--- config.mk ---
export PLATFORM = sky130hd
export DESIGN_NAME = dma_fill_verify_seq_flat
export DESIGN_NICKNAME = d
export VERILOG_FILES = /design/src/rtl/dma_fill_verify_seq_pkg.sv /design/src/rtl/dma_fill_verify_seq_if.sv /design/src/rtl/dma_fill_verify_seq_pattern_gen.sv /design/src/rtl/dma_fill_verify_seq.sv /design/src/flat_wrapper.sv
export SDC_FILE = /design/constraint.sdc
export NUM_CORES = 1
export LEC_CHECK = 0
export BUFFER_PORTS_ARGS = -buffer_cell sky130_fd_sc_hd__buf_2
export CORE_AREA = 2 2 139 195
export CTS_BUF_LIST = sky130_fd_sc_hd__clkbuf_8
export DETAILED_ROUTE_END_ITERATION = 7
export DIE_AREA = 0 0 141 197
export PLACE_DENSITY = 0.83
export SKIP_LAST_GASP = 1
export SLEW_MARGIN = 20
export SYNTH_ARGS = -nofsm -noshare
export SYNTH_HDL_FRONTEND = slang
export SYNTH_SLANG_ARGS = --single-unit
--- constraint.sdc ---
create_clock -name clk -period 5.3 [get_ports clk]
set_input_delay 0.53 -clock clk [delete_from_list [all_inputs] [get_ports clk]]
set_output_delay 0.53 -clock clk [all_outputs]
set_load 0.01 [all_outputs]
--- src/rtl/dma_fill_verify_seq_pkg.sv ---
// dma_seq_pkg: shared types for the DMA fill/verify sequencer.
// Provides the FSM state encoding, run modes and mode decode helpers.
package dma_seq_pkg;

    typedef enum logic [2:0] {
        IDLE,
        WR_GO,
        WR_STREAM,
        WR_WAIT,
        RD_GO,
        RD_STREAM,
        RD_WAIT,
        DONE
    } state_t;

    typedef enum logic [1:0] {
        MODE_FILL        = 2'd0,
        MODE_VERIFY      = 2'd1,
        MODE_FILL_VERIFY = 2'd2,
        MODE_RESERVED    = 2'd3
    } mode_t;

    // The reserved encoding behaves as FILL_VERIFY.
    function automatic logic has_fill(input mode_t m);
        return m != MODE_VERIFY;
    endfunction

    function automatic logic has_verify(input mode_t m);
        return m != MODE_FILL;
    endfunction

endpackage

--- src/rtl/dma_fill_verify_seq_if.sv ---
// dma_fill_verify_seq_if: Avalon write/read master control and user ports.
// master = sequencer side, slave = master-core (amm_master) side.
interface dma_fill_verify_seq_if #(
    parameter int ADDRESSWIDTH = 28,
    parameter int DATAWIDTH    = 32
);
    logic                    write_control_fixed_location;
    logic [ADDRESSWIDTH-1:0] write_control_write_base;
    logic [ADDRESSWIDTH-1:0] write_control_write_length;
    logic                    write_control_go;
    logic                    write_control_done;
    logic                    write_user_write_buffer;
    logic [DATAWIDTH-1:0]    write_user_buffer_data;
    logic                    write_user_buffer_full;

    logic                    read_control_fixed_location;
    logic [ADDRESSWIDTH-1:0] read_control_read_base;
    logic [ADDRESSWIDTH-1:0] read_control_read_length;
    logic                    read_control_go;
    logic                    read_control_done;
    logic                    read_user_read_buffer;
    logic [DATAWIDTH-1:0]    read_user_buffer_output_data;
    logic                    read_user_data_available;

    modport master (
        output write_control_fixed_location,
        output write_control_write_base,
        output write_control_write_length,
        output write_control_go,
        input  write_control_done,
        output write_user_write_buffer,
        output write_user_buffer_data,
        input  write_user_buffer_full,
        output read_control_fixed_location,
        output read_control_read_base,
        output read_control_read_length,
        output read_control_go,
        input  read_control_done,
        output read_user_read_buffer,
        input  read_user_buffer_output_data,
        input  read_user_data_available
    );

    modport slave (
        input  write_control_fixed_location,
        input  write_control_write_base,
        input  write_control_write_length,
        input  write_control_go,
        output write_control_done,
        input  write_user_write_buffer,
        input  write_user_buffer_data,
        output write_user_buffer_full,
        input  read_control_fixed_location,
        input  read_control_read_base,
        input  read_control_read_length,
        input  read_control_go,
        output read_control_done,
        input  read_user_read_buffer,
        output read_user_buffer_output_data,
        output read_user_data_available
    );

endinterface

--- src/rtl/dma_fill_verify_seq_pattern_gen.sv ---
// dma_pattern_gen: combinational test-pattern word generator.
// Ports: seed, inc, index in; word = inc ? seed+index : seed (wraps).
module dma_pattern_gen #(
    parameter int DATAWIDTH = 32,
    parameter int LENWIDTH  = 16
) (
    input  logic [DATAWIDTH-1:0] seed,
    input  logic                 inc,
    input  logic [LENWIDTH-1:0]  index,
    output logic [DATAWIDTH-1:0] word
);
    assign word = inc ? seed + DATAWIDTH'(index) : seed;
endmodule

--- src/rtl/dma_fill_verify_seq.sv ---
// dma_fill_verify_seq: fills a DRAM region with a pattern and/or verifies it.
// Ports: clk/reset, start/mode/pattern_inc/seed/base_addr/length_words in,
// busy/done/error_count/first_err_addr out, avm = Avalon master interface.
module dma_fill_verify_seq
    import dma_seq_pkg::*;
#(
    parameter int ADDRESSWIDTH = 28,
    parameter int DATAWIDTH    = 32,
    parameter int LENWIDTH     = 16,
    parameter int ERRWIDTH     = 16
) (
    input  logic                    clk,
    input  logic                    reset,
    input  logic                    start,
    input  logic [1:0]              mode,
    input  logic                    pattern_inc,
    input  logic [DATAWIDTH-1:0]    seed,
    input  logic [ADDRESSWIDTH-1:0] base_addr,
    input  logic [LENWIDTH-1:0]     length_words,
    output logic                    busy,
    output logic                    done,
    output logic [ERRWIDTH-1:0]     error_count,
    output logic [ADDRESSWIDTH-1:0] first_err_addr,
    dma_fill_verify_seq_if.master   avm
);
    localparam logic [ADDRESSWIDTH-1:0] WORD_BYTES =
        ADDRESSWIDTH'(DATAWIDTH / 8);
    localparam logic [ERRWIDTH-1:0] ERR_MAX = '1;

    state_t                  state, state_d;
    mode_t                   mode_q;
    logic                    inc_q;
    logic [DATAWIDTH-1:0]    seed_q;
    logic [ADDRESSWIDTH-1:0] base_q;
    logic [LENWIDTH-1:0]     len_q;
    logic [LENWIDTH-1:0]     wr_idx;
    logic [LENWIDTH-1:0]     rd_idx;
    logic [DATAWIDTH-1:0]    wr_word;
    logic [DATAWIDTH-1:0]    rd_word;
    logic [ADDRESSWIDTH-1:0] len_bytes;
    logic                    wr_go;
    logic                    rd_go;
    logic                    push;
    logic                    pop;
    logic                    mismatch;

    dma_pattern_gen #(
        .DATAWIDTH (DATAWIDTH),
        .LENWIDTH  (LENWIDTH)
    ) u_wr_pat (
        .seed  (seed_q),
        .inc   (inc_q),
        .index (wr_idx),
        .word  (wr_word)
    );

    dma_pattern_gen #(
        .DATAWIDTH (DATAWIDTH),
        .LENWIDTH  (LENWIDTH)
    ) u_rd_pat (
        .seed  (seed_q),
        .inc   (inc_q),
        .index (rd_idx),
        .word  (rd_word)
    );

    assign len_bytes = ADDRESSWIDTH'(len_q) * WORD_BYTES;
    assign mismatch  = avm.read_user_buffer_output_data != rd_word;

    assign avm.write_control_fixed_location = 1'b0;
    assign avm.write_control_write_base     = base_q;
    assign avm.write_control_write_length   = len_bytes;
    assign avm.write_control_go             = wr_go;
    assign avm.write_user_write_buffer      = push;
    assign avm.write_user_buffer_data       = wr_word;

    assign avm.read_control_fixed_location  = 1'b0;
    assign avm.read_control_read_base       = base_q;
    assign avm.read_control_read_length     = len_bytes;
    assign avm.read_control_go              = rd_go;
    assign avm.read_user_read_buffer        = pop;

    always_comb begin
        state_d = state;
        wr_go   = 1'b0;
        rd_go   = 1'b0;
        push    = 1'b0;
        pop     = 1'b0;
        busy    = 1'b1;
        done    = 1'b0;
        unique case (state)
            IDLE: begin
                busy = 1'b0;
                if (start) begin
                    if (length_words == '0)
                        state_d = DONE;
                    else if (has_fill(mode_t'(mode)))
                        state_d = WR_GO;
                    else
                        state_d = RD_GO;
                end
            end
            WR_GO: begin
                wr_go   = 1'b1;
                state_d = WR_STREAM;
            end
            WR_STREAM: begin
                push = !avm.write_user_buffer_full && (wr_idx < len_q);
                if (wr_idx == len_q)
                    state_d = WR_WAIT;
            end
            WR_WAIT: begin
                if (avm.write_control_done)
                    state_d = has_verify(mode_q) ? RD_GO : DONE;
            end
            RD_GO: begin
                rd_go   = 1'b1;
                state_d = RD_STREAM;
            end
            RD_STREAM: begin
                pop = avm.read_user_data_available && (rd_idx < len_q);
                if (rd_idx == len_q)
                    state_d = RD_WAIT;
            end
            RD_WAIT: begin
                if (avm.read_control_done)
                    state_d = DONE;
            end
            DONE: begin
                busy    = 1'b0;
                done    = 1'b1;
                state_d = IDLE;
            end
        endcase
    end

    always_ff @(posedge clk or posedge reset) begin
        if (reset) begin
            state          <= IDLE;
            mode_q         <= MODE_FILL;
            inc_q          <= 1'b0;
            seed_q         <= '0;
            base_q         <= '0;
            len_q          <= '0;
            wr_idx         <= '0;
            rd_idx         <= '0;
            error_count    <= '0;
            first_err_addr <= '0;
        end else begin
            state <= state_d;
            if (state == IDLE && start) begin
                mode_q <= mode_t'(mode);
                inc_q  <= pattern_inc;
                seed_q <= seed;
                base_q <= base_addr;
                len_q  <= length_words;
            end
            if (wr_go)
                wr_idx <= '0;
            else if (push)
                wr_idx <= wr_idx + LENWIDTH'(1);
            // Results of the previous verify hold until a new read phase.
            if (rd_go) begin
                rd_idx         <= '0;
                error_count    <= '0;
                first_err_addr <= '0;
            end else if (pop) begin
                rd_idx <= rd_idx + LENWIDTH'(1);
                if (mismatch) begin
                    if (error_count == '0)
                        first_err_addr <= base_q
                            + ADDRESSWIDTH'(rd_idx) * WORD_BYTES;
                    if (error_count != ERR_MAX)
                        error_count <= error_count + ERRWIDTH'(1);
                end
            end
        end
    end

endmodule

--- src/flat_wrapper.sv ---
// flat-port wrapper written by rule: the top's interface ports become plain ports
module dma_fill_verify_seq_flat import dma_seq_pkg::*;
#(
    parameter int ADDRESSWIDTH = 28,
    parameter int DATAWIDTH    = 32,
    parameter int LENWIDTH     = 16,
    parameter int ERRWIDTH     = 16
)
  (clk, reset, start, mode, pattern_inc, seed, base_addr, length_words, busy, done, error_count, first_err_addr, avm_write_control_fixed_location, avm_write_control_write_base, avm_write_control_write_length, avm_write_control_go, avm_write_control_done, avm_write_user_write_buffer, avm_write_user_buffer_data, avm_write_user_buffer_full, avm_read_control_fixed_location, avm_read_control_read_base, avm_read_control_read_length, avm_read_control_go, avm_read_control_done, avm_read_user_read_buffer, avm_read_user_buffer_output_data, avm_read_user_data_available);
  dma_fill_verify_seq_if #(.ADDRESSWIDTH(ADDRESSWIDTH), .DATAWIDTH(DATAWIDTH)) avm_i ();
  input  logic clk;
  input  logic reset;
  input  logic start;
  input  logic [1:0] mode;
  input  logic pattern_inc;
  input  logic [DATAWIDTH-1:0] seed;
  input  logic [ADDRESSWIDTH-1:0] base_addr;
  input  logic [LENWIDTH-1:0] length_words;
  output logic busy;
  output logic done;
  output logic [ERRWIDTH-1:0] error_count;
  output logic [ADDRESSWIDTH-1:0] first_err_addr;
  output wire logic [$bits(avm_i.write_control_fixed_location)-1:0] avm_write_control_fixed_location;
  output wire logic [$bits(avm_i.write_control_write_base)-1:0] avm_write_control_write_base;
  output wire logic [$bits(avm_i.write_control_write_length)-1:0] avm_write_control_write_length;
  output wire logic [$bits(avm_i.write_control_go)-1:0] avm_write_control_go;
  input wire logic [$bits(avm_i.write_control_done)-1:0] avm_write_control_done;
  output wire logic [$bits(avm_i.write_user_write_buffer)-1:0] avm_write_user_write_buffer;
  output wire logic [$bits(avm_i.write_user_buffer_data)-1:0] avm_write_user_buffer_data;
  input wire logic [$bits(avm_i.write_user_buffer_full)-1:0] avm_write_user_buffer_full;
  output wire logic [$bits(avm_i.read_control_fixed_location)-1:0] avm_read_control_fixed_location;
  output wire logic [$bits(avm_i.read_control_read_base)-1:0] avm_read_control_read_base;
  output wire logic [$bits(avm_i.read_control_read_length)-1:0] avm_read_control_read_length;
  output wire logic [$bits(avm_i.read_control_go)-1:0] avm_read_control_go;
  input wire logic [$bits(avm_i.read_control_done)-1:0] avm_read_control_done;
  output wire logic [$bits(avm_i.read_user_read_buffer)-1:0] avm_read_user_read_buffer;
  input wire logic [$bits(avm_i.read_user_buffer_output_data)-1:0] avm_read_user_buffer_output_data;
  input wire logic [$bits(avm_i.read_user_data_available)-1:0] avm_read_user_data_available;
  assign avm_write_control_fixed_location = avm_i.write_control_fixed_location;
  assign avm_write_control_write_base = avm_i.write_control_write_base;
  assign avm_write_control_write_length = avm_i.write_control_write_length;
  assign avm_write_control_go = avm_i.write_control_go;
  assign avm_i.write_control_done = avm_write_control_done;
  assign avm_write_user_write_buffer = avm_i.write_user_write_buffer;
  assign avm_write_user_buffer_data = avm_i.write_user_buffer_data;
  assign avm_i.write_user_buffer_full = avm_write_user_buffer_full;
  assign avm_read_control_fixed_location = avm_i.read_control_fixed_location;
  assign avm_read_control_read_base = avm_i.read_control_read_base;
  assign avm_read_control_read_length = avm_i.read_control_read_length;
  assign avm_read_control_go = avm_i.read_control_go;
  assign avm_i.read_control_done = avm_read_control_done;
  assign avm_read_user_read_buffer = avm_i.read_user_read_buffer;
  assign avm_i.read_user_buffer_output_data = avm_read_user_buffer_output_data;
  assign avm_i.read_user_data_available = avm_read_user_data_available;
  dma_fill_verify_seq #(.ADDRESSWIDTH(ADDRESSWIDTH), .DATAWIDTH(DATAWIDTH), .LENWIDTH(LENWIDTH), .ERRWIDTH(ERRWIDTH)) u_core (.clk(clk), .reset(reset), .start(start), .mode(mode), .pattern_inc(pattern_inc), .seed(seed), .base_addr(base_addr), .length_words(length_words), .busy(busy), .done(done), .error_count(error_count), .first_err_addr(first_err_addr), .avm(avm_i));
endmodule
# == Word level (Yosys, flattened, before mapping) ==
# Index checks and enable logic that the tools add are counted.
# totals
register_bits,158
in_bits,118
output_inout_bits,196
# classes
eq_ne,17
addsub,6
n_mux,29
n_lt_le_gt_ge,2
reduce_logical,17
# op_table
op,count
2-to-1 mux 16 bit,8
2-to-1 mux 28 bit,4
adder 32 x 16 -> 32 bit,2
2-to-1 mux 32 bit,2
adder 16 x 1 -> 16 bit (second input constant),3
== test 16 bit,2
logical NOT 16 bit,2
< comparator 16 bit,2
inequality test 32 bit,1
adder 28 x 18 -> 28 bit,1
one-hot mux 3 bit (8 select lines),1
2-to-1 mux 3 bit,7
inequality test 16 bit (second input constant),1
== test 3 bit (second input constant),4
nonzero test 2 bit,6
== test 3 x 2 -> 1 bit (second input constant),2
2-to-1 mux 1 bit,6
inequality test 2 x 1 -> 1 bit (second input constant),3
inequality test 2 bit (second input constant),3
AND reduction 3 bit,2
AND reduction 5 bit,1
== test 3 x 1 -> 1 bit (second input constant),1
logical AND 1 bit,3
logical NOT 3 bit,1
3 further kinds,3

# == Depth between registers and ports, before layout ==
# Gate-level depths: netlist (run 1).
# depth
ltp_word,6
ltp_mapped,15
ltp_nobuf,13

# == Modules after synthesis ==
# A second synthesis (run 1) with hierarchy kept.
# unflattened
hier_cells,1314
area_unflattened_um2,12187.9
# modules_own_cells
module,n_inst,cells_per_inst,seq_area_each_um2,area_per_inst_um2
dma_fill_verify_seq,1,910,3953.8,9317.7
dma_pattern_gen,2,202,0.0,1435.1

# == Least setup slack after synthesis (run 1) ==
# Ideal clock, no wire load.
# synth_path
path_type,flip-flop to flip-flop
start,register u_core.rd_idx[0]
end,register u_core.first_err_addr[3]
stages_incl_launch_ff,16
path_buffers,3
synth_period_minus_slack_ps,3909
setup_slack_ps,1391
required_time_ps,5175
setup_time_ps,125
arrival_time_ps,3784
path_cell_list,dfrtp_1 > ha_1 > fa_1 > a211oi_1 > o21ai_1 > a22oi_1 > o2bb2ai_2 > o21ai_0 > mux2_2 > nor4_1 > and4_1 > clkbuf_1 > a22o_4 > buf_8 > buf_8 > mux2_4
# synth_via
elab_chain_len,5
# synth_rtl
element,line,rtl
"start, declared",dma_fill_verify_seq.sv:37,logic [LENWIDTH-1:0] rd_idx;
"start signal, assigned",dma_fill_verify_seq.sv:168,rd_idx <= rd_idx + LENWIDTH'(1);
"adder 32 x 16 -> 32 bit, or another cell as far along",dma_fill_verify_seq_pattern_gen.sv:12,assign word = inc ? seed + DATAWIDTH'(index) : seed;
"2-to-1 mux 32 bit, or another cell as far along",dma_fill_verify_seq_pattern_gen.sv:12,
"inequality test 32 bit, or another cell as far along",dma_fill_verify_seq.sv:68,assign mismatch = avm.read_user_buffer_output_data != rd_word;
nonzero test 2 bit (no line) / 2-to-1 mux 28 bit (equally long branches),-,
AND reduction 3 bit (no line) / 2-to-1 mux 28 bit (equally long branches),-,
"end signal, assigned",dma_fill_verify_seq.sv:171,first_err_addr <= base_q
"end, declared",dma_fill_verify_seq.sv:23,"output logic [ADDRESSWIDTH-1:0] first_err_addr,"
# Parallel ways exist; a longest one is shown, timed or not. The select of a mux whose other input is x is not followed.
# A chain may end at the register's enable or synchronous reset.

# == Worst setup path in the final report (run 1) ==
# layout_path
start,register u_core.seed_q[1]
end,output port avm_write_user_buffer_data[17]
# layout_via
elab_chain_len,2
# layout_rtl
element,line,rtl
"start, declared",dma_fill_verify_seq.sv:33,logic [DATAWIDTH-1:0] seed_q;
"start signal, assigned",dma_fill_verify_seq.sv:142,seed_q <= '0;
"start signal, assigned",dma_fill_verify_seq.sv:154,seed_q <= seed;
adder 32 x 16 -> 32 bit,dma_fill_verify_seq_pattern_gen.sv:12,
2-to-1 mux 32 bit,dma_fill_verify_seq_pattern_gen.sv:12,
"end, declared",flat_wrapper.sv:29,output wire logic [$bits(avm_i.write_user_buffer_data)-1:0] avm_write_user_buffer_data;
# No other way between the ends.

==> results of run 1 <==
cells in the mapped netlist (9+ instances only):
library cell / instances / area share (%)
sky130_fd_sc_hd__a21oi_1: 73 / 3.0
sky130_fd_sc_hd__xnor2_1: 67 / 4.8
sky130_fd_sc_hd__nand2_1: 87 / 2.7
sky130_fd_sc_hd__nand3_1: 39 / 1.6
sky130_fd_sc_hd__buf_2: 11 / 0.45
sky130_fd_sc_hd__a31oi_1: 14 / 0.71
sky130_fd_sc_hd__mux2_1: 9 / 0.83
sky130_fd_sc_hd__o31ai_1: 10 / 0.61
sky130_fd_sc_hd__or4_1: 10 / 0.61
sky130_fd_sc_hd__nor2_1: 80 / 2.4
sky130_fd_sc_hd__mux2_2: 66 / 6.1
sky130_fd_sc_hd__buf_4: 70 / 4.3
sky130_fd_sc_hd__o21ai_0: 81 / 3.3
sky130_fd_sc_hd__ha_1: 84 / 8.6
sky130_fd_sc_hd__dfrtp_1: 158 / 32
sky130_fd_sc_hd__a22o_1: 17 / 1.2
sky130_fd_sc_hd__and3_1: 26 / 1.3
sky130_fd_sc_hd__o21ai_1: 12 / 0.49
sky130_fd_sc_hd__nor4_1: 14 / 0.71
sky130_fd_sc_hd__or3_1: 20 / 1.0
sky130_fd_sc_hd__xor2_1: 44 / 3.1
sky130_fd_sc_hd__a211oi_1: 9 / 0.55
sky130_fd_sc_hd__nor2b_1: 12 / 0.61
sky130_fd_sc_hd__inv_1: 56 / 1.7
sky130_fd_sc_hd__and2_1: 13 / 0.66
sky130_fd_sc_hd__nand2b_1: 18 / 0.92
sky130_fd_sc_hd__clkbuf_1: 39 / 1.2
sky130_fd_sc_hd__nor3_1: 32 / 1.3
sky130_fd_sc_hd__a21o_1: 26 / 1.6
sky130_fd_sc_hd__nand4_1: 30 / 1.5
power groups by stage:
stage | registers [uW] | clock network [uW] | logic (uW)
4_1_cts | 2290 | 903 | 3860
6_report | 2300 | 892 | 3860
3_5_place_dp | 2310 | 0 | 3840
5_1_grt | 2370 | 952 | 4210
3_3_place_gp | 2290 | 0 | 3780
2_1_floorplan | 2180 | 0 | 2710
state kept, by name, summed over array words and instances (netlist names):
name,cells
u_core.seed_q,32
u_core.len_q,16
u_core.inc_q,1
u_core.avm.read_control_read_base,28
u_core.first_err_addr,28
u_core.error_count,16
u_core.wr_idx,16
u_core.state,3
u_core.mode_q,2
u_core.rd_idx,16
stage by stage:
step / hold slack [ps] / worst slack, ps / cell area, um^2 / utilization (%) / total power, uW
3_5_place_dp: 479 / 862 / 13500 / 52.1 / 6150
5_1_grt: 204 / 463 / 13900 / 53.5 / 7520
3_3_place_gp: 474 / 923 / 13500 / 52.1 / 6070
4_1_cts: 181 / 626 / 13900 / 53.5 / 7060
2_1_floorplan: 507 / 507 / 12400 / - / 4890
6_report: 139 / 587 / 13900 / 53.5 / 7060
worst reg2reg max path, stage by stage, from the launching register on:
cell,delay [ps]
sky130_fd_sc_hd__dfrtp_1,460
sky130_fd_sc_hd__ha_1,280
sky130_fd_sc_hd__fa_1,440
sky130_fd_sc_hd__a211oi_1,330
sky130_fd_sc_hd__o21ai_1,180
sky130_fd_sc_hd__a221oi_1,290
sky130_fd_sc_hd__o21ai_0,180
sky130_fd_sc_hd__a211oi_1,210
sky130_fd_sc_hd__o32ai_1,120
sky130_fd_sc_hd__or4_1,490
sky130_fd_sc_hd__nor4_4,290
sky130_fd_sc_hd__buf_4,290
sky130_fd_sc_hd__a22o_4,410
sky130_fd_sc_hd__mux2_1,380
area by class of cell:
| type | count | area (um^2) | share of cell area, % |
|---|---|---|---|
| Clock inverter | 13 | 125 | 0.899 |
| Sequential cell | 158 | 3950 | 28.4 |
| Multi-Input combinational cell | 1043 | 7440 | 53.4 |
| Clock buffer | 18 | 248 | 1.78 |
| Tap cell | 324 | 405 | 2.91 |
| Inverter | 56 | 215 | 1.55 |
| Antenna cell | 1 | 2.50 | 0.0180 |
| Timing Repair Buffer | 300 | 1530 | 11.0 |
cells by family (layout without fill, tap and decap cells):
logic type	count (synthesis)	in the layout	synth area share, %
other	1	27	0.0305
DFF	158	158	32.2
xor gates and xnor gates	113	113	8.28
adders and majority gates	87	87	9.04
buffers and inverters	181	387	8.03
AOI/OAI and AO/OA	324	324	17.5
muxes	84	84	7.69
and+or+nand+nor	409	409	17.3
metal layers:
| metal | up-vias | GRT usage (%) | wire [um] |
|---|---|---|---|
| met5 | - | 0 | 0 |
| li1 | 5266 | - | - |
| met2 | 503 | 48.9 | 19400 |
| met1 | 5448 | 29.5 | 14200 |
| met4 | 0 | 16.6 | 2430 |
| met3 | 135 | 5.30 | 2240 |
final timing paths:
path                                      startpoint                                   end  slack [ps]
hold / removal                                 reset  u_core.avm.read_control_read_base[0]         140
min in group clk                             seed[6]                      u_core.seed_q[6]         250
setup / recovery                    u_core.seed_q[1]        avm_write_user_buffer_data[17]         590
setup reg to reg                    u_core.rd_idx[0]             u_core.first_err_addr[26]         830
max in group asynchronous                      reset                      u_core.seed_q[7]        3950
hold reg to reg            u_core.first_err_addr[22]             u_core.first_err_addr[22]         500
==> results.rst, run 1 <==
.. list-table::
   :header-rows: 1

   * - Metric
     - Value
   * - DRC
     - 0
   * - Total Nets Final
     - 1,781
   * - Final period util
     - 88.9%
   * - Internal Power
     - between 3000 and 4000 uW
   * - Count of cell types in the netlist
     - 83
   * - Core region area
     - roughly 26,000 um^2
   * - Final-report max-slew violation count
     - 0
   * - Static leakage power
     - 0.00680 uW
   * - Cell Rows
     - 70
   * - Vias per cell
     - 5.93
   * - Type of element capturing the critical path
     - output port
   * - Worst r2r path cells
     - 13
   * - Post-DR wirelength/cell
     - 20.0 um
   * - Number of clock sinks seen by CTS
     - 158
   * - Hold-fix buffers at CTS
     - 0
   * - Proportion of register bits with asynchronous set or reset after synthesis
     - 100%
   * - Worst Tran Pin Value
     - 788 ps
   * - Slew headroom
     - 47.5%
   * - Post-route non-filler standard cell count
     - 1,913
   * - Net Switching
     - 3290 uW
   * - Signal arrival time at the worst endpoint
     - 4180 ps
   * - Clock latency reported for the late side of the worst-skew pair
     - 500 ps
   * - Clock transition at path regs
     - 80 ps
   * - Reported max-cap violation count
     - 0
   * - Remaining number of nets flagged by the antenna check after routing
     - 0
   * - Critical path's slowest cell
     - sky130_fd_sc_hd__nor3_1
   * - Worst Path Class, Setup
     - register to output port
   * - Fill cell total of the finished layout
     - roughly 2,300
   * - Most common library cell in the layout ignoring fill and taps
     - sky130_fd_sc_hd__buf_2
   * - Antenna violations before repair
     - 1
   * - Maximum number of pins on one net before global-route repair
     - 80
   * - GP Congestion
     - around 0.97
   * - Effective utilization at floorplan
     - 47.2%
   * - Highest attainable clock frequency
     - about 210 MHz
   * - Detailed Place HPWL
     - roughly 30,000 um
   * - Type of the tightest min-delay check
     - primary input to async pin
   * - Synth-to-Final Area Change
     - 13.4%
   * - Post-synthesis cell area
     - about 12,000 um^2
   * - Post-Synthesis Mean Instance Area
     - 9.05 um^2
   * - IR Drop Worst-Case VDD
     - 0.290 mV
   * - Worst-path maximum fanout
     - 6
   * - Clock tree from TritonCTS
     - yes
   * - Most used cell, CP
     - sky130_fd_sc_hd__a21o_1
   * - Fin crit period
     - 4710 ps
   * - Most frequent cells in the layout
     - sky130_fd_sc_hd__buf_2, sky130_fd_sc_hd__dfrtp_1, sky130_fd_sc_hd__nand2_1, sky130_fd_sc_hd__ha_1, sky130_fd_sc_hd__o21ai_0
   * - CTS H-Tree Depth
     - 4
   * - Post-Route Skew
     - 16.9 ps
   * - Endpoint required time on the critical path
     - 4770 ps
   * - Chip Width
     - 141 um
   * - Setup repair after global routing missed its margin
     - false
   * - Post-CTS Setup Repair Bufs
     - 0
   * - Library cell used as clock root buffer
     - sky130_fd_sc_hd__clkbuf_8
   * - Cell Pwr Density
     - 507 nW/um^2
   * - Vias in the first global route
     - 11,100
   * - Buffers from clock root to sink, at most
     - 2
   * - Switching power share of the total
     - 46.7%
   * - Sequential area share after synthesis
     - 32.2%
   * - Path length in cells of the critical path
     - 12
   * - Total Routed Length
     - 38,300 um
   * - Global-route wire length before repair
     - 59,000 um
   * - Final Setup Violations
     - 0
   * - Die area
     - 27,800 um^2
   * - Count of instances resized after the clock tree is built
     - 0
   * - Share of cells above drive strength 1
     - 26.4%
   * - Number of I/O port buffers
     - 287
   * - Most used flip-flop cell after synthesis
     - sky130_fd_sc_hd__dfrtp_1
   * - Remaining global-route overflow
     - 0
   * - Number of buffers created by CTS
     - 17
   * - DIE HEIGHT
     - 197 um
   * - Count of yosys warnings during synthesis
     - 0
   * - Sequential share of power
     - 32.6%
   * - Router iterations before antenna repair
     - 5
   * - Setup TNS Final
     - 0 ps
   * - EDFF count, synth
     - 0
   * - Outcome
     - finished, final reports clean
   * - Initial DRC count
     - 541
   * - Max incr delay on CP
     - 500 ps
   * - Overall routing resource usage
     - 27.3%
   * - Number of vias in the routed layout
     - 11,400
   * - Ports
     - 314
   * - Proportion of power drawn by combinational gates
     - 54.8%
   * - Crit-path cells
     - ha_1, a21o_1, a21o_1, a21o_1, o311a_1, a311o_1, o311a_1, nor3_1, nor2_1, and3_1, xor2_1, buf_2
   * - Post-synthesis cell count
     - 1,357
   * - Hold Vio Cnt, Final
     - 0
   * - Largest delay contributor family on the critical path
     - compound AO/OA/AOI/OAI gates
   * - Startpoint kind of the worst setup timing path
     - register
   * - Seq cells post-synth
     - 158
   * - Buffering stage count on the worst path with inverters included
     - 1
   * - Fraction of power consumed by the clock network
     - 12.6%
   * - Number of placed instances, taps included
     - ~1,900
No activity file was read; power rests on OpenSTA's default activity.
==> run 2: changes to the inputs <==
CORE_AREA = 2 2 210 129   (was 2 2 139 195)
DIE_AREA = 0 0 212 131   (was 0 0 141 197)
PLACE_DENSITY = 0.84   (was 0.83)
clock period = 5.48 ns   (was 5.3 ns; I/O delays follow)
==> run 2 against run 1 <==
Global-route usage rose by 1.3 points. Flip-flop and latch count did not move. Die area barely moved. Clock skew rose by 5.6 ps. Non-clock buffer count fell by 1. Critical path type unchanged. Largest power group unchanged.
==> results.rst, run 2 (synthesis results as in run 1) <==
.. list-table::
   :header-rows: 1

   * - Metric
     - Value
   * - Highest attainable clock frequency
     - 203 MHz
   * - Slew headroom
     - 38.0%
   * - GRT met3 Usage
     - 9.82%
   * - Register with the most flip-flops
     - u_core.seed_q
   * - Hold Vio Cnt, Final
     - 0
   * - Worst-path maximum fanout
     - 6
   * - Clock latency reported for the late side of the worst-skew pair
     - between 500 and 600 ps
   * - Worst Path Class, Setup
     - register to output port
   * - Overall routing resource usage
     - between 20% and 30%
   * - Endpoint required time on the critical path
     - between 4000 and 5000 ps
   * - Reported max-cap violation count
     - 0
   * - Share of cells above drive strength 1
     - a little over a quarter
   * - Die area
     - 27,800 um^2
   * - Remaining number of nets flagged by the antenna check after routing
     - 0
   * - Fin crit period
     - slightly below 5000 ps
   * - Number of vias in the routed layout
     - 11,500
   * - Final Setup Violations
     - 0
   * - Clock tree from TritonCTS
     - yes
   * - Cell Pwr Density
     - 500 nW/um^2
   * - Maximum number of pins on one net before global-route repair
     - 99
   * - Post-DR wirelength/cell
     - slightly above 20 um
   * - Startpoint kind of the worst setup timing path
     - register
   * - Signal arrival time at the worst endpoint
     - approximately 4400 ps
   * - Type of the tightest min-delay check
     - primary input to async pin
   * - Synth-to-Final Area Change
     - 13.9%
   * - Number of clock sinks seen by CTS
     - 158
   * - DRC
     - 0
   * - Initial DRC count
     - 1,385
   * - M2 GR Usage
     - 40.3%
   * - Setup repair after global routing missed its margin
     - false
   * - GP Congestion
     - 1.02
   * - Outcome
     - finished, final reports clean
   * - Buffers from clock root to sink, at most
     - 2
   * - Flip-flop count of the largest register after layout
     - 32
   * - Chip Width
     - roughly 210 um
   * - Ports
     - 314
   * - Type of element capturing the critical path
     - output port
   * - Effective utilization at floorplan
     - 47.3%
   * - Antenna violations before repair
     - 1
   * - Total Routed Length
     - about 40,000 um
   * - IR Drop Worst-Case VDD
     - 0.282 mV
   * - Cell Rows
     - 46
   * - Most frequent cells in the layout
     - sky130_fd_sc_hd__buf_2, sky130_fd_sc_hd__dfrtp_1, sky130_fd_sc_hd__nand2_1, sky130_fd_sc_hd__ha_1, sky130_fd_sc_hd__o21ai_0
   * - Static leakage power
     - 0.00681 uW
   * - Total Nets Final
     - 1,780
   * - GR Layer Usage met1
     - 41.5%
   * - Core region area
     - 26,000 um^2
   * - Final-report max-slew violation count
     - 0
   * - CTS H-Tree Depth
     - 4
   * - Detailed Place HPWL
     - 31,600 um
   * - Most common library cell in the layout ignoring fill and taps
     - sky130_fd_sc_hd__buf_2
   * - Count of instances resized after the clock tree is built
     - 0
   * - Number of I/O port buffers
     - between 200 and 300
   * - Vias in the first global route
     - about 11,000
   * - DIE HEIGHT
     - 131 um
   * - Post-CTS Setup Repair Bufs
     - 0
   * - Final Util
     - 53.9%
   * - Setup TNS Final
     - 0 ps
   * - Library cell used as clock root buffer
     - sky130_fd_sc_hd__clkbuf_8
   * - Router iterations before antenna repair
     - 8
   * - Most crowded layer after global routing
     - met1
   * - Post-Route Skew
     - around 23 ps
   * - Hold-fix buffers at CTS
     - 0
   * - Remaining global-route overflow
     - 0
   * - Final period util
     - 89.8%
   * - Vias per cell
     - 5.89
   * - Worst Tran Pin Value
     - 931 ps
   * - Number of buffers created by CTS
     - 17
   * - Global-route wire length before repair
     - between 50,000 and 60,000 um
   * - Clock transition at path regs
     - 100 ps
   * - Fill cell total of the finished layout
     - 2,343
run 2: cell count changes in the layout (fill, tap and decap cells not counted):
| cell | previous run | this run |
|---|---|---|
| sky130_fd_sc_hd__buf_4 | 13 | 12 |
| sky130_fd_sc_hd__clkinv_2 | 5 | 1 |
| sky130_fd_sc_hd__inv_1 | 57 | 58 |
| sky130_fd_sc_hd__clkinv_4 | 1 | 5 |
| sky130_fd_sc_hd__clkinvlp_4 | 2 | 1 |
| sky130_fd_sc_hd__inv_6 | 2 | 3 |
| sky130_fd_sc_hd__a21oi_2 | 0 | 1 |
| sky130_fd_sc_hd__a21oi_1 | 73 | 72 |
run 2: layer usage:
metal	up-vias	share of wire [%]	routed length (um)
met5	-	0	0
li1	5274	-	-
met2	615	41	16600
met3	52	12	4650
met4	0	1.7	687
met1	5543	45	18200
run 2: critical path, stage by stage (launching register included):
cell                      delay, ps
sky130_fd_sc_hd__dfrtp_1        480
sky130_fd_sc_hd__ha_1           320
sky130_fd_sc_hd__a21o_1         180
sky130_fd_sc_hd__a21o_1         200
sky130_fd_sc_hd__a21o_1         200
sky130_fd_sc_hd__o311a_1        330
sky130_fd_sc_hd__a311o_1        410
sky130_fd_sc_hd__o311a_1        330
sky130_fd_sc_hd__nor3_1         610
sky130_fd_sc_hd__nor2_1         270
sky130_fd_sc_hd__and3_1         270
sky130_fd_sc_hd__xor2_1         140
sky130_fd_sc_hd__buf_2          150
run 2: worst paths after layout:
check / startpoint / endpoint / slack, ps / cells after the start
max: u_core.wr_idx[1] / avm_write_user_buffer_data[17] / 560 / 12
min: reset / u_core.first_err_addr[17] / 250 / 2
max reg2reg: u_core.rd_idx[0] / u_core.error_count[15] / 670 / 13
min reg2reg: u_core.first_err_addr[8] / u_core.first_err_addr[8] / 490 / 1
max in group asynchronous: reset / u_core.first_err_addr[19] / 3870 / 3
min in group clk: seed[6] / u_core.seed_q[6] / 250 / 3
run 2: per-stage QoR:
step / hold WS, ps / worst slack (ps) / cell area [um^2] / std cells / power, uW
3_3_place_gp: 472 / 903 / 13600 / 1916 / 5910
4_1_cts: 220 / 626 / 14000 / 1948 / 6930
5_1_grt: 227 / 355 / 14000 / 1949 / 7430
2_1_floorplan: 507 / 669 / 12400 / 1382 / 4730
6_report: 248 / 559 / 14000 / 1949 / 6990
3_5_place_dp: 476 / 831 / 13600 / 1916 / 6000
run 2: report_power, final:
group | internal, uW | switching (uW) | leakage [uW] | total (uW)
Sequential | 1590 | 675 | 0.00201 | 2260
Combinational | 1650 | 2180 | 0.00459 | 3820
Clock | 417 | 495 | 0.000207 | 912
run 2: area by class of cell:
cell class	count	area, um^2	share of cell area (%)
clock inverter	14	145	1.04
antenna	1	2.50	0.0179
clock buffer	18	248	1.77
multi-input combinational	1043	7440	53.2
tap	360	450	3.22
inverter	56	215	1.54
sequential	158	3950	28.3
timing repair buffer	299	1530	10.9
